--- config.mk ---
export PLATFORM = sky130hd
export DESIGN_NAME = regfile_arbiter_flat
export DESIGN_NICKNAME = d
export VERILOG_FILES = /design/src/rtl/regfile_arbiter_if.sv /design/src/rtl/regfile_arbiter.sv /design/src/flat_wrapper.sv
export SDC_FILE = /design/constraint.sdc
export NUM_CORES = 1
export LEC_CHECK = 0
export ABC_AREA = 1
export CAP_MARGIN = 20
export CELL_PAD_IN_SITES_DETAIL_PLACEMENT = 0
export CELL_PAD_IN_SITES_GLOBAL_PLACEMENT = 2
export CORE_ASPECT_RATIO = 0.6
export CORE_UTILIZATION = 23
export DETAILED_ROUTE_END_ITERATION = 12
export PLACE_DENSITY = 0.81
export SKIP_LAST_GASP = 1
export SYNTH_ARGS = -nofsm -noshare
export SYNTH_HDL_FRONTEND = slang
export SYNTH_SLANG_ARGS = --single-unit
export TNS_END_PERCENT = 5
--- constraint.sdc ---
create_clock -name clock -period 3.04 [get_ports clock]
set_input_delay 0.608 -clock clock [delete_from_list [all_inputs] [get_ports clock]]
set_output_delay 0.608 -clock clock [all_outputs]
set_load 0.02 [all_outputs]
--- src/rtl/regfile_arbiter_if.sv ---
// regfile_arbiter_if: requester ports A/B and register-file side signals of the arbiter
interface regfile_arbiter_if #(
  parameter int WIDTH = 16,
  parameter int AW = 3
);
  logic a_req, a_we, a_ack;
  logic [AW-1:0] a_addr;
  logic [WIDTH-1:0] a_wdata, a_rdata;
  logic b_req, b_we, b_ack;
  logic [AW-1:0] b_addr;
  logic [WIDTH-1:0] b_wdata, b_rdata;
  logic [AW-1:0] rf_rr1, rf_wr;
  logic rf_regW;
  logic [WIDTH-1:0] rf_dataW, rf_read1;
  logic busy;
  modport slave (
    input a_req, a_we, a_addr, a_wdata, b_req, b_we, b_addr, b_wdata, rf_read1,
    output a_ack, a_rdata, b_ack, b_rdata, rf_rr1, rf_wr, rf_regW, rf_dataW, busy
  );
  modport master (
    output a_req, a_we, a_addr, a_wdata, b_req, b_we, b_addr, b_wdata, rf_read1,
    input a_ack, a_rdata, b_ack, b_rdata, rf_rr1, rf_wr, rf_regW, rf_dataW, busy
  );
endinterface

--- src/rtl/regfile_arbiter.sv ---
// regfile_arbiter: round-robin two-port register-file arbiter with post-reset clear walk
module regfile_arbiter #(
  parameter int WIDTH = 16,
  parameter int AW = 3,
  parameter bit INIT_CLEAR = 1'b1,
  parameter logic [WIDTH-1:0] INIT_VALUE = '0
) (
  input logic clock,
  input logic reset,
  regfile_arbiter_if.slave bus
);
  typedef enum logic {INIT, IDLE} state_t;
  state_t state, state_nxt;
  logic [AW:0] cnt, cnt_nxt;
  logic ptr, a_el, b_el, ga, gb;
  logic [AW-1:0] rr1_q, wr_q;
  logic [WIDTH-1:0] dataw_q;
  always_ff @(posedge clock)
    if (reset) state <= INIT_CLEAR ? INIT : IDLE;
    else state <= state_nxt;
  // counter MSB rising marks the write of the last address
  always_comb begin
    cnt_nxt = cnt + (AW+1)'(1);
    state_nxt = (state == INIT && cnt_nxt[AW]) ? IDLE : state;
  end
  always_comb begin
    a_el = bus.a_req & ~bus.a_ack;
    b_el = bus.b_req & ~bus.b_ack;
    ga = ~reset & (state == IDLE) & a_el & (~b_el | ~ptr);
    gb = ~reset & (state == IDLE) & b_el & (~a_el | ptr);
    bus.busy = state == INIT;
    bus.rf_regW = ~reset & ((state == INIT) | (ga & bus.a_we) | (gb & bus.b_we));
    bus.rf_wr = (state == INIT) ? cnt[AW-1:0] : ga ? bus.a_addr : gb ? bus.b_addr : wr_q;
    bus.rf_dataW = (state == INIT) ? INIT_VALUE : ga ? bus.a_wdata : gb ? bus.b_wdata : dataw_q;
    bus.rf_rr1 = ga ? bus.a_addr : gb ? bus.b_addr : rr1_q;
  end
  always_ff @(posedge clock) begin
    rr1_q <= bus.rf_rr1;
    wr_q <= bus.rf_wr;
    dataw_q <= bus.rf_dataW;
    if (reset) begin
      cnt <= '0;
      ptr <= 1'b0;
      bus.a_ack <= 1'b0;
      bus.b_ack <= 1'b0;
      bus.a_rdata <= '0;
      bus.b_rdata <= '0;
    end else begin
      if (state == INIT) cnt <= cnt_nxt;
      if (state == IDLE && a_el && b_el) ptr <= ~ptr;
      bus.a_ack <= ga;
      bus.b_ack <= gb;
      if (ga && !bus.a_we) bus.a_rdata <= bus.rf_read1;
      if (gb && !bus.b_we) bus.b_rdata <= bus.rf_read1;
    end
  end
endmodule

--- src/flat_wrapper.sv ---
// flat-port wrapper written by rule: the top's interface ports become plain ports
module regfile_arbiter_flat 
#(
  parameter int WIDTH = 16,
  parameter int AW = 3,
  parameter bit INIT_CLEAR = 1'b1,
  parameter logic [WIDTH-1:0] INIT_VALUE = '0
)
  (clock, reset, bus_a_req, bus_a_we, bus_a_addr, bus_a_wdata, bus_b_req, bus_b_we, bus_b_addr, bus_b_wdata, bus_rf_read1, bus_a_ack, bus_a_rdata, bus_b_ack, bus_b_rdata, bus_rf_rr1, bus_rf_wr, bus_rf_regW, bus_rf_dataW, bus_busy);
  regfile_arbiter_if #(.WIDTH(WIDTH), .AW(AW)) bus_i ();
  input logic clock;
  input logic reset;
  input wire logic [$bits(bus_i.a_req)-1:0] bus_a_req;
  input wire logic [$bits(bus_i.a_we)-1:0] bus_a_we;
  input wire logic [$bits(bus_i.a_addr)-1:0] bus_a_addr;
  input wire logic [$bits(bus_i.a_wdata)-1:0] bus_a_wdata;
  input wire logic [$bits(bus_i.b_req)-1:0] bus_b_req;
  input wire logic [$bits(bus_i.b_we)-1:0] bus_b_we;
  input wire logic [$bits(bus_i.b_addr)-1:0] bus_b_addr;
  input wire logic [$bits(bus_i.b_wdata)-1:0] bus_b_wdata;
  input wire logic [$bits(bus_i.rf_read1)-1:0] bus_rf_read1;
  output wire logic [$bits(bus_i.a_ack)-1:0] bus_a_ack;
  output wire logic [$bits(bus_i.a_rdata)-1:0] bus_a_rdata;
  output wire logic [$bits(bus_i.b_ack)-1:0] bus_b_ack;
  output wire logic [$bits(bus_i.b_rdata)-1:0] bus_b_rdata;
  output wire logic [$bits(bus_i.rf_rr1)-1:0] bus_rf_rr1;
  output wire logic [$bits(bus_i.rf_wr)-1:0] bus_rf_wr;
  output wire logic [$bits(bus_i.rf_regW)-1:0] bus_rf_regW;
  output wire logic [$bits(bus_i.rf_dataW)-1:0] bus_rf_dataW;
  output wire logic [$bits(bus_i.busy)-1:0] bus_busy;
  assign bus_i.a_req = bus_a_req;
  assign bus_i.a_we = bus_a_we;
  assign bus_i.a_addr = bus_a_addr;
  assign bus_i.a_wdata = bus_a_wdata;
  assign bus_i.b_req = bus_b_req;
  assign bus_i.b_we = bus_b_we;
  assign bus_i.b_addr = bus_b_addr;
  assign bus_i.b_wdata = bus_b_wdata;
  assign bus_i.rf_read1 = bus_rf_read1;
  assign bus_a_ack = bus_i.a_ack;
  assign bus_a_rdata = bus_i.a_rdata;
  assign bus_b_ack = bus_i.b_ack;
  assign bus_b_rdata = bus_i.b_rdata;
  assign bus_rf_rr1 = bus_i.rf_rr1;
  assign bus_rf_wr = bus_i.rf_wr;
  assign bus_rf_regW = bus_i.rf_regW;
  assign bus_rf_dataW = bus_i.rf_dataW;
  assign bus_busy = bus_i.busy;
  regfile_arbiter #(.WIDTH(WIDTH), .AW(AW), .INIT_CLEAR(INIT_CLEAR), .INIT_VALUE(INIT_VALUE)) u_core (.clock(clock), .reset(reset), .bus(bus_i));
endmodule
# Yosys cells after proc, flatten, opt, wreduce, memory -nomap -nowiden
# Index checks and enable logic that the tools add are counted.
[classes]
add_sub_neg = 1
muxes = 8
n_bitwise = 21
n_reduce_logical = 7
[op_table]
columns = ["op", "count"]
rows = [
  ["two-way mux 16 bit", 3],
  ["two-way mux 3 bit", 5],
  ["bitwise AND 1 bit", 10],
  ["inverter 1 bit", 7],
  ["logical AND 1 bit", 5],
  ["adder 4 x 1 -> 4 bit, second input constant", 1],
  ["bitwise OR 1 bit", 4],
  ["logical NOT 1 bit", 2],
]
[totals]
register_bits = 62

# Longest topological paths before layout
# Gate-level depths: netlist (run 1).
[depth]
ltp_word = 9
mapped_depth = 10
mapped_depth_nobuf = 9

# Worst setup path before layout (run 1)
# Ideal clock, no wire load.
[synth_path]
path_type = "input to output"
startpoint = "input port bus_b_req"
endpoint = "output port bus_rf_wr[0]"
arrival_time_ns = 1.644
required_time_ns = 2.432
slack_ns = 0.788
cell_stages = 6
path_buffers = 2
path_cell_list = "nand3_1 > nand2_4 > buf_6 > buf_2 > nand2_1 > a21oi_1"
[synth_via]
elab_chain_len = 6
[synth_lines]
columns = ["item", "line_no", "rtl"]
rows = [
  ["start: declaration", "flat_wrapper.sv:17", "input wire logic [$bits(bus_i.b_req)-1:0] bus_b_req;"],
  ["bitwise AND 1 bit (*)", "regfile_arbiter.sv:28", "b_el = bus.b_req & ~bus.b_ack;"],
  ["bitwise AND 1 bit or inverter 1 bit (tied branches)", "regfile_arbiter.sv:30, regfile_arbiter.sv:29", ""],
  ["bitwise AND 1 bit or bitwise OR 1 bit (tied branches)", "regfile_arbiter.sv:30, regfile_arbiter.sv:29", ""],
  ["two-way mux 3 bit or bitwise AND 1 bit (tied branches)", "regfile_arbiter.sv:33, regfile_arbiter.sv:29", ""],
  ["two-way mux 3 bit (*) (2 in series)", "regfile_arbiter.sv:33", "bus.rf_wr = (state == INIT) ? cnt[AW-1:0] : ga ? bus.a_addr : gb ? bus.b_addr : wr_q;"],
  ["end: declaration", "flat_wrapper.sv:27", "output wire logic [$bits(bus_i.rf_wr)-1:0] bus_rf_wr;"],
]
# Mark *: on every way between the ends. The rest lies on a longest branch, timed or not.

# Worst setup path in the final report (run 1)
[layout_path]
startpoint = "input port bus_b_req"
endpoint = "output port bus_rf_dataW[14]"
[layout_via]
elab_chain_len = 6
[layout_lines]
columns = ["item", "line_no", "rtl"]
rows = [
  ["bitwise AND 1 bit (*)", "regfile_arbiter.sv:28", ""],
  ["bitwise AND 1 bit or inverter 1 bit (tied branches)", "regfile_arbiter.sv:30, regfile_arbiter.sv:29", ""],
  ["bitwise AND 1 bit or bitwise OR 1 bit (tied branches)", "regfile_arbiter.sv:30, regfile_arbiter.sv:29", ""],
  ["two-way mux 16 bit or bitwise AND 1 bit (tied branches)", "regfile_arbiter.sv:34, regfile_arbiter.sv:29", ""],
  ["two-way mux 16 bit (*) (2 in series)", "regfile_arbiter.sv:34", "bus.rf_dataW = (state == INIT) ? INIT_VALUE : ga ? bus.a_wdata : gb ? bus.b_wdata : dataw_q;"],
  ["end: declaration", "flat_wrapper.sv:29", "output wire logic [$bits(bus_i.rf_dataW)-1:0] bus_rf_dataW;"],
]
# Marked as above.

==> metrics.md, run 1 <==
| Metric | Value |
|---|---|
| Worst min path class | `reg2reg` |
| Synth unique cells | `21` |
| Tcrit/Tclk final | `105%` |
| Worst path arrival time | `between 2 and 3 ns` |
| Final core utilization | `about two fifths` |
| CP max stage cell | `clkdlybuf4s50_1` |
| Port Buffer Count | `roughly 120` |
| Post-DRT Antenna Nets | `0` |
| Avg Cell Area, Syn | `7.10 sq um` |
| Clock root buffer | `clkbuf_16` |
| Max clock buf depth | `2` |
| Antenna Cells | `0` |
| Clock Power Share | `about two fifths` |
| Crit path top cell by count | `nand2_1` |
| Area growth syn-to-layout | `67.0%` |
| Slew @ Worst Pin | `0.339 ns` |
| F_max | `roughly 310 MHz` |
| Final nets | `about 570` |
| H-tree depth | `3` |
| Logic gate share of total power | `23.9%` |
| Sequential area share after synthesis | `roughly 47%` |
| Die width | `140 um` |
| Core ar. | `10,800 sq um` |
| Pint | `~1.9 mW` |
| Fin worst setup slack | `-0.141 ns` |
| Crit start category | `input port` |
| Crit-path leading delay family | `buffers and inverters` |
| Seq cells post-synth | `62` |
| Peak supply drop | `between 200 and 300 uV` |
| Register area | `between 1000 and 1500 sq um` |
| Sw Ratio | `28.2%` |
| Area of placed instances | `between 4000 and 5000 sq um` |
| Status | `finished with violations` |
| Setup TNS | `-2.11 ns` |
| Count of pins over their slew limit | `0` |
| Vias in the first global route | `2,658` |
| Synth Net Count | `~430` |
| Cells along the critical path | `clkdlybuf4s50_1 > nand2_1 > nor2_4 > nand2_4 > inv_2 > buf_12 > nand2_1 > nand3_1 > nand2_1 > inv_1 > clkdlybuf4s50_1` |
| Dpl cells | `approximately 630` |
| Vias | `~2.7k` |
| Worst Skew | `between 0.008 and 0.009 ns` |
| GPL Wtd Cong | `roughly 0.74` |
| Fraction of layout cells with a size suffix above 1 | `about a tenth` |
| Synthesized area | `roughly 2600 sq um` |
| DR pass1 iterations | `4` |
| Critical path's largest stage delay | `just over 0.6 ns` |
| R2R Setup Slk | `between 1 and 1.5 ns` |
| Minimum clock period | `between 3 and 4 ns` |
| # DRC | `0` |
| CP required | `between 2 and 2.5 ns` |
| Die H | `~85 um` |
| Final hold violations | `0` |
| Gr usage total | `approximately 15%` |
| # rows | `29` |
| Setup-failing EPs final | `19` |
| Max Cap Violations | `0` |
| RSZ-0062 raised after global routing | `true` |
| Largest net degree at the start of global routing | `36` |
| Slew margin rel. | `approximately 77%` |
| Clk_lat worst skew | `0.33 ns` |
| Failing checks | `setup timing` |
| Total congestion overflow | `0` |
| Post-route design area | `4400 sq um` |
| I/O pin cnt | `about 120` |
| Multi-input logic area | `approximately 1100 sq um` |
| Switching Power | `0.729 mW` |
| CTS buffer count | `9` |
| CTS tree | `built` |
| Antenna violations before repair | `0` |
| Leakage Power | `~2.2 nW` |
| Clock sink count | `a little over 60` |
| DIE AREA | `between 10,000 and 15,000 sq um` |
| Clock slew at reported path FFs | `approximately 0.060 ns` |
| Critical path class | `in2out` |
| Crit. End Element | `output pin` |
| Yosys warning count | `0` |
| Gate Count Post-Synth | `roughly 370` |
| First-pass GRT wire length | `roughly 14,000 um` |
| Bufs and invs on worst path | `5` |
| Vias per inst | `roughly 4.1` |
| PwrDens | `589 nW/um^2` |
| Non-Filler Instances | `about 650` |
| Fillers | `around 1.1k` |
| Initial Util | `approximately a quarter` |
| Flop pwr share | `a little over a third` |
| HPWL after DPL | `between 6000 and 7000 um` |
| Worst-path fanout max | `17` |
| Iteration-0 DRC Markers | `roughly 130` |
| DR WL/cell | `about 13 um` |
| Final WL | `~8400 um` |
## flip-flops by register name, indices dropped and copies added (netlist names)
signal	flops
u_core.bus.a_ack	1
u_core.state	1
u_core.wr_q	3
u_core.dataw_q	16
u_core.bus.b_rdata	16
u_core.bus.b_ack	1
u_core.rr1_q	3
u_core.cnt	4
u_core.bus.a_rdata	16
u_core.ptr	1
## power by group through the flow
stage               Combinational [mW]  Sequential [mW]  Clock (mW)
detailed placement               0.629            0.938           0
global placement                 0.626            0.937           0
CTS                              0.627            0.923        1.08
global route                     0.688            0.932        1.12
finish                           0.618            0.923        1.05
floorplan                        0.319            0.946           0
## per-layer routing
metal | GRT usage (%) | wire length [um] | vias up | part of all wire, %
li1 | - | - | 1417 | -
met1 | 20.8 | 4500 | 1162 | 54
met2 | 21.6 | 3240 | 77 | 39
met3 | 5.30 | 558 | 7 | 6.7
met4 | 4.80 | 79 | 0 | 0.94
met5 | 0 | 0 | - | 0
## layout make-up
class | instances | area share, %
well taps | 139 | 3.96
multi-input cells | 245 | 25.1
clock buffers | 12 | 6.06
repair buffers | 140 | 31.7
clock inverters | 3 | 0.968
inverters | 47 | 4.01
flip-flops and latches | 62 | 28.2
## cell usage after synthesis
cell | count | share of area (%)
buf_6 | 4 | 1.7
o21ai_1 | 10 | 1.9
clkbuf_1 | 4 | 0.57
nand2_1 | 79 | 11
inv_2 | 4 | 0.57
buf_2 | 5 | 0.95
nand2_4 | 2 | 0.86
nor3_1 | 2 | 0.38
nor2_8 | 2 | 1.5
ha_1 | 1 | 0.48
nor2_4 | 2 | 0.86
nor2_1 | 71 | 10
buf_1 | 1 | 0.14
and3_1 | 1 | 0.24
nand2_2 | 1 | 0.24
o21ai_0 | 41 | 7.8
dfxtp_1 | 62 | 47
nand3_1 | 26 | 4.9
buf_4 | 3 | 0.86
a21oi_1 | 7 | 1.3
inv_1 | 43 | 6.1
## logic make-up (layout without fill, tap and decap cells)
family	Yosys count	count (layout)	synth area share (%)
AND/OR/NAND/NOR	186	186	30.4
AO/OA/AOI/OAI	58	58	11.0
buffers and inverters	64	202	10.9
flip-flops	62	62	47.1
adder cells (fa/ha/maj)	1	1	0.475
## per-stage QoR
step	worst slack (ns)	hold WS, ns	total power, mW
after floorplan	0.788	0.444	1.26
after global placement	-0.134	0.456	1.56
after detailed placement	-0.156	0.476	1.57
after CTS	-0.148	0.485	2.63
after global routing	-0.318	0.519	2.74
final	-0.141	0.480	2.59
## path summary, 6_finish.rpt
check,start,to,cells past startpoint
worst max-delay path,bus_b_req,bus_rf_dataW[14],11
worst min-delay path,u_core.ptr,u_core.ptr,1
worst max register to register,u_core.state,u_core.bus.a_rdata[3],8
worst min register to register,u_core.ptr,u_core.ptr,1
## placed cells by master (no fill, tap or decap), drive strengths merged
cell / instances
a21oi: 7
and3: 1
buf: 24
bufinv: 1
clkbuf: 12
clkdlybuf4s50: 114
clkinv: 1
clkinvlp: 1
dfxtp: 62
dlygate4sd2: 1
dlymetal6s2s: 1
ha: 1
inv: 47
nand2: 82
nand3: 26
nor2: 75
nor3: 2
o21ai: 51
## what timing repair did
action / in CTS / in global routing
setup buffers: 0 / 0
gates resized for setup: 1 / 1
hold buffers: 0 / 0
endpoints found under the setup margin: 22 / 21
gates cloned: 0 / 0
No activity file was read; power rests on OpenSTA's default activity.
==> inputs of run 2 (changes only) <==
Settings changed: CORE_UTILIZATION 23 to 20, CTS_BUF_LIST set to sky130_fd_sc_hd__clkbuf_2 sky130_fd_sc_hd__clkbuf_4 sky130_fd_sc_hd__clkbuf_8, PLACE_DENSITY 0.81 to 0.75.
Clock period 3.04 ns to 2.6 ns, I/O delays scaled along.
==> run 2 against run 1 <==
The run still ends with setup timing left. Hold slack gained 0.0013 ns. Sequential share of layout area grew 0.38 points. Combinational power grew 14%. Register-to-register slack lost 0.36 ns. Count of clock-buffer cells in the layout shrank 2.
==> metrics.md, run 2 (synthesis gave the netlist of run 1 again) <==
| Metric | Value |
|---|---|
| Status | `finished with violations` |
| Failing checks | `setup timing` |
| Gr usage total | `13.9%` |
| DR pass1 iterations | `5` |
| Final hold violations | `0` |
| Total congestion overflow | `0` |
| Fraction of layout cells with a size suffix above 1 | `between 10% and 20%` |
| Die H | `between 90 and 100 um` |
| Vias | `approximately 2.7k` |
| Vias per inst | `between 4 and 5` |
| Vias in the first global route | `2,791` |
| Final nets | `570` |
| Largest net degree at the start of global routing | `36` |
| # rows | `32` |
| Clk_lat worst skew | `between 0.3 and 0.4 ns` |
| Final WL | `8930 um` |
| Crit. End Element | `output pin` |
| CP required | `roughly 2.1 ns` |
| Antenna Cells | `0` |
| Die width | `150 um` |
| Setup TNS | `-1.91 ns` |
| Fin worst setup slack | `-0.150 ns` |
| Clock sink count | `62` |
| Setup-failing EPs final | `20` |
| GPL Wtd Cong | `~0.75` |
| Core ar. | `approximately 13,000 sq um` |
| HPWL after DPL | `~6600 um` |
| I/O pin cnt | `approximately 120` |
| Worst min path class | `reg2reg` |
| H-tree depth | `3` |
| Max clock buf depth | `2` |
| Hold_ws | `a little under 0.5 ns` |
| Antenna violations before repair | `0` |
| Cts hold-fix bufs | `0` |
| F_max | `364 MHz` |
| Leading cell type in the layout, fill and taps excluded | `clkdlybuf4s50_1` |
| Area growth syn-to-layout | `64.8%` |
| First-pass GRT wire length | `between 10,000 and 15,000 um` |
| Slew margin rel. | `between 70% and 80%` |
| Minimum clock period | `around 2.8 ns` |
| Max Cap Violations | `0` |
| Clock slew at reported path FFs | `0.08 ns` |
| Worst path arrival time | `around 2.2 ns` |
| # DRC | `0` |
| Leakage Power | `around 2.2 nW` |
| Worst Skew | `between 0.01 and 0.015 ns` |
| Post-DRT Antenna Nets | `0` |
| PwrDens | `638 nW/um^2` |
| Crit start category | `input port` |
| CTS tree | `built` |
| Port Buffer Count | `between 100 and 150` |
| RSZ-0062 raised after global routing | `true` |
| Tcrit/Tclk final | `106%` |
| Most frequent cells in the layout | `clkdlybuf4s50_1 (94), nand2_1 (79), nor2_1 (71), dfxtp_1 (62), inv_1 (43)` |
| Worst-path fanout max | `16` |
| Critical path class | `in2out` |
| Peak supply drop | `~250 uV` |
| Count of pins over their slew limit | `0` |
| Clock root buffer | `clkbuf_8` |
| Iteration-0 DRC Markers | `83` |
| DIE AREA | `around 14,000 sq um` |
| Slew @ Worst Pin | `0.346 ns` |
| Top flop regs | `u_core.bus.a_rdata x16, u_core.bus.b_rdata x16, u_core.dataw_q x16` |
| Initial Util | `a little over 20%` |
| CTS buffer count | `9` |
| DR WL/cell | `between 10 and 15 um` |
## run 2: final cells by class
class                      instances  area (sq um)
fill                            1379          8510
timing repair buffer             144          1370
sequential                        62          1240
multi-input combinational        245          1100
tap                              170           213
inverter                          47           176
clock buffer                      10           138
clock inverter                     6          93.8
## run 2: worst max-delay path, stage by stage
cell and delay [ns]:
clkdlybuf4s50_1 0.43, inv_2 0.08, nand2_2 0.10, nor2_4 0.18, nand2_4 0.09, buf_12 0.16, o21ai_0 0.14, inv_1 0.06
nand2_1 0.06, inv_1 0.08, dlygate4sd2_1 0.33
## run 2: through the flow
| stage | util (%) | cell area [sq um] | setup WS (ns) | std cells | power, mW |
|---|---|---|---|---|---|
| detailed placement | 32.1 | 4130 | -0.391 | 668 | 1.84 |
| finish | 33.8 | 4340 | -0.150 | 684 | 2.77 |
| global route | 33.8 | 4340 | -0.326 | 684 | 2.95 |
| CTS | 33.7 | 4340 | -0.233 | 684 | 2.82 |
| floorplan | - | 2630 | 0.524 | 371 | 1.48 |
| global placement | 32.1 | 4130 | -0.366 | 668 | 1.84 |
## run 2: where the power goes
part           internal [mW]  leakage (nW)  switching, mW  total [mW]
Sequential              1.04         0.502         0.0416        1.08
Clock                  0.572         0.113          0.415       0.987
Combinational          0.304          1.62          0.399       0.703
Total                   1.91          2.24          0.855        2.77
## run 2: timing repair
| action | in CTS | in global routing |
|---|---|---|
| buffers inserted | 0 | 0 |
| pin swaps | 0 | 0 |
| gates resized for setup | 21 | 1 |
| endpoints found under the setup margin | 23 | 23 |
## run 2: path summary, 6_finish.rpt
check,from,slack [ns],to,cells after the start
setup / recovery,reset,-0.15,bus_rf_dataW[11],11
hold / removal,u_core.cnt[3],0.48,u_core.state,2
setup reg to reg,u_core.bus.b_ack,0.97,u_core.bus.b_rdata[8],9
hold reg to reg,u_core.cnt[3],0.48,u_core.state,2
## run 2: metal layers
metal	wire length, um	GRT usage (%)	share of wire (%)
met4	118	4.88	1.3
met3	474	4.39	5.3
met5	0	0	0
met1	4740	19.5	53
met2	3600	19.6	40
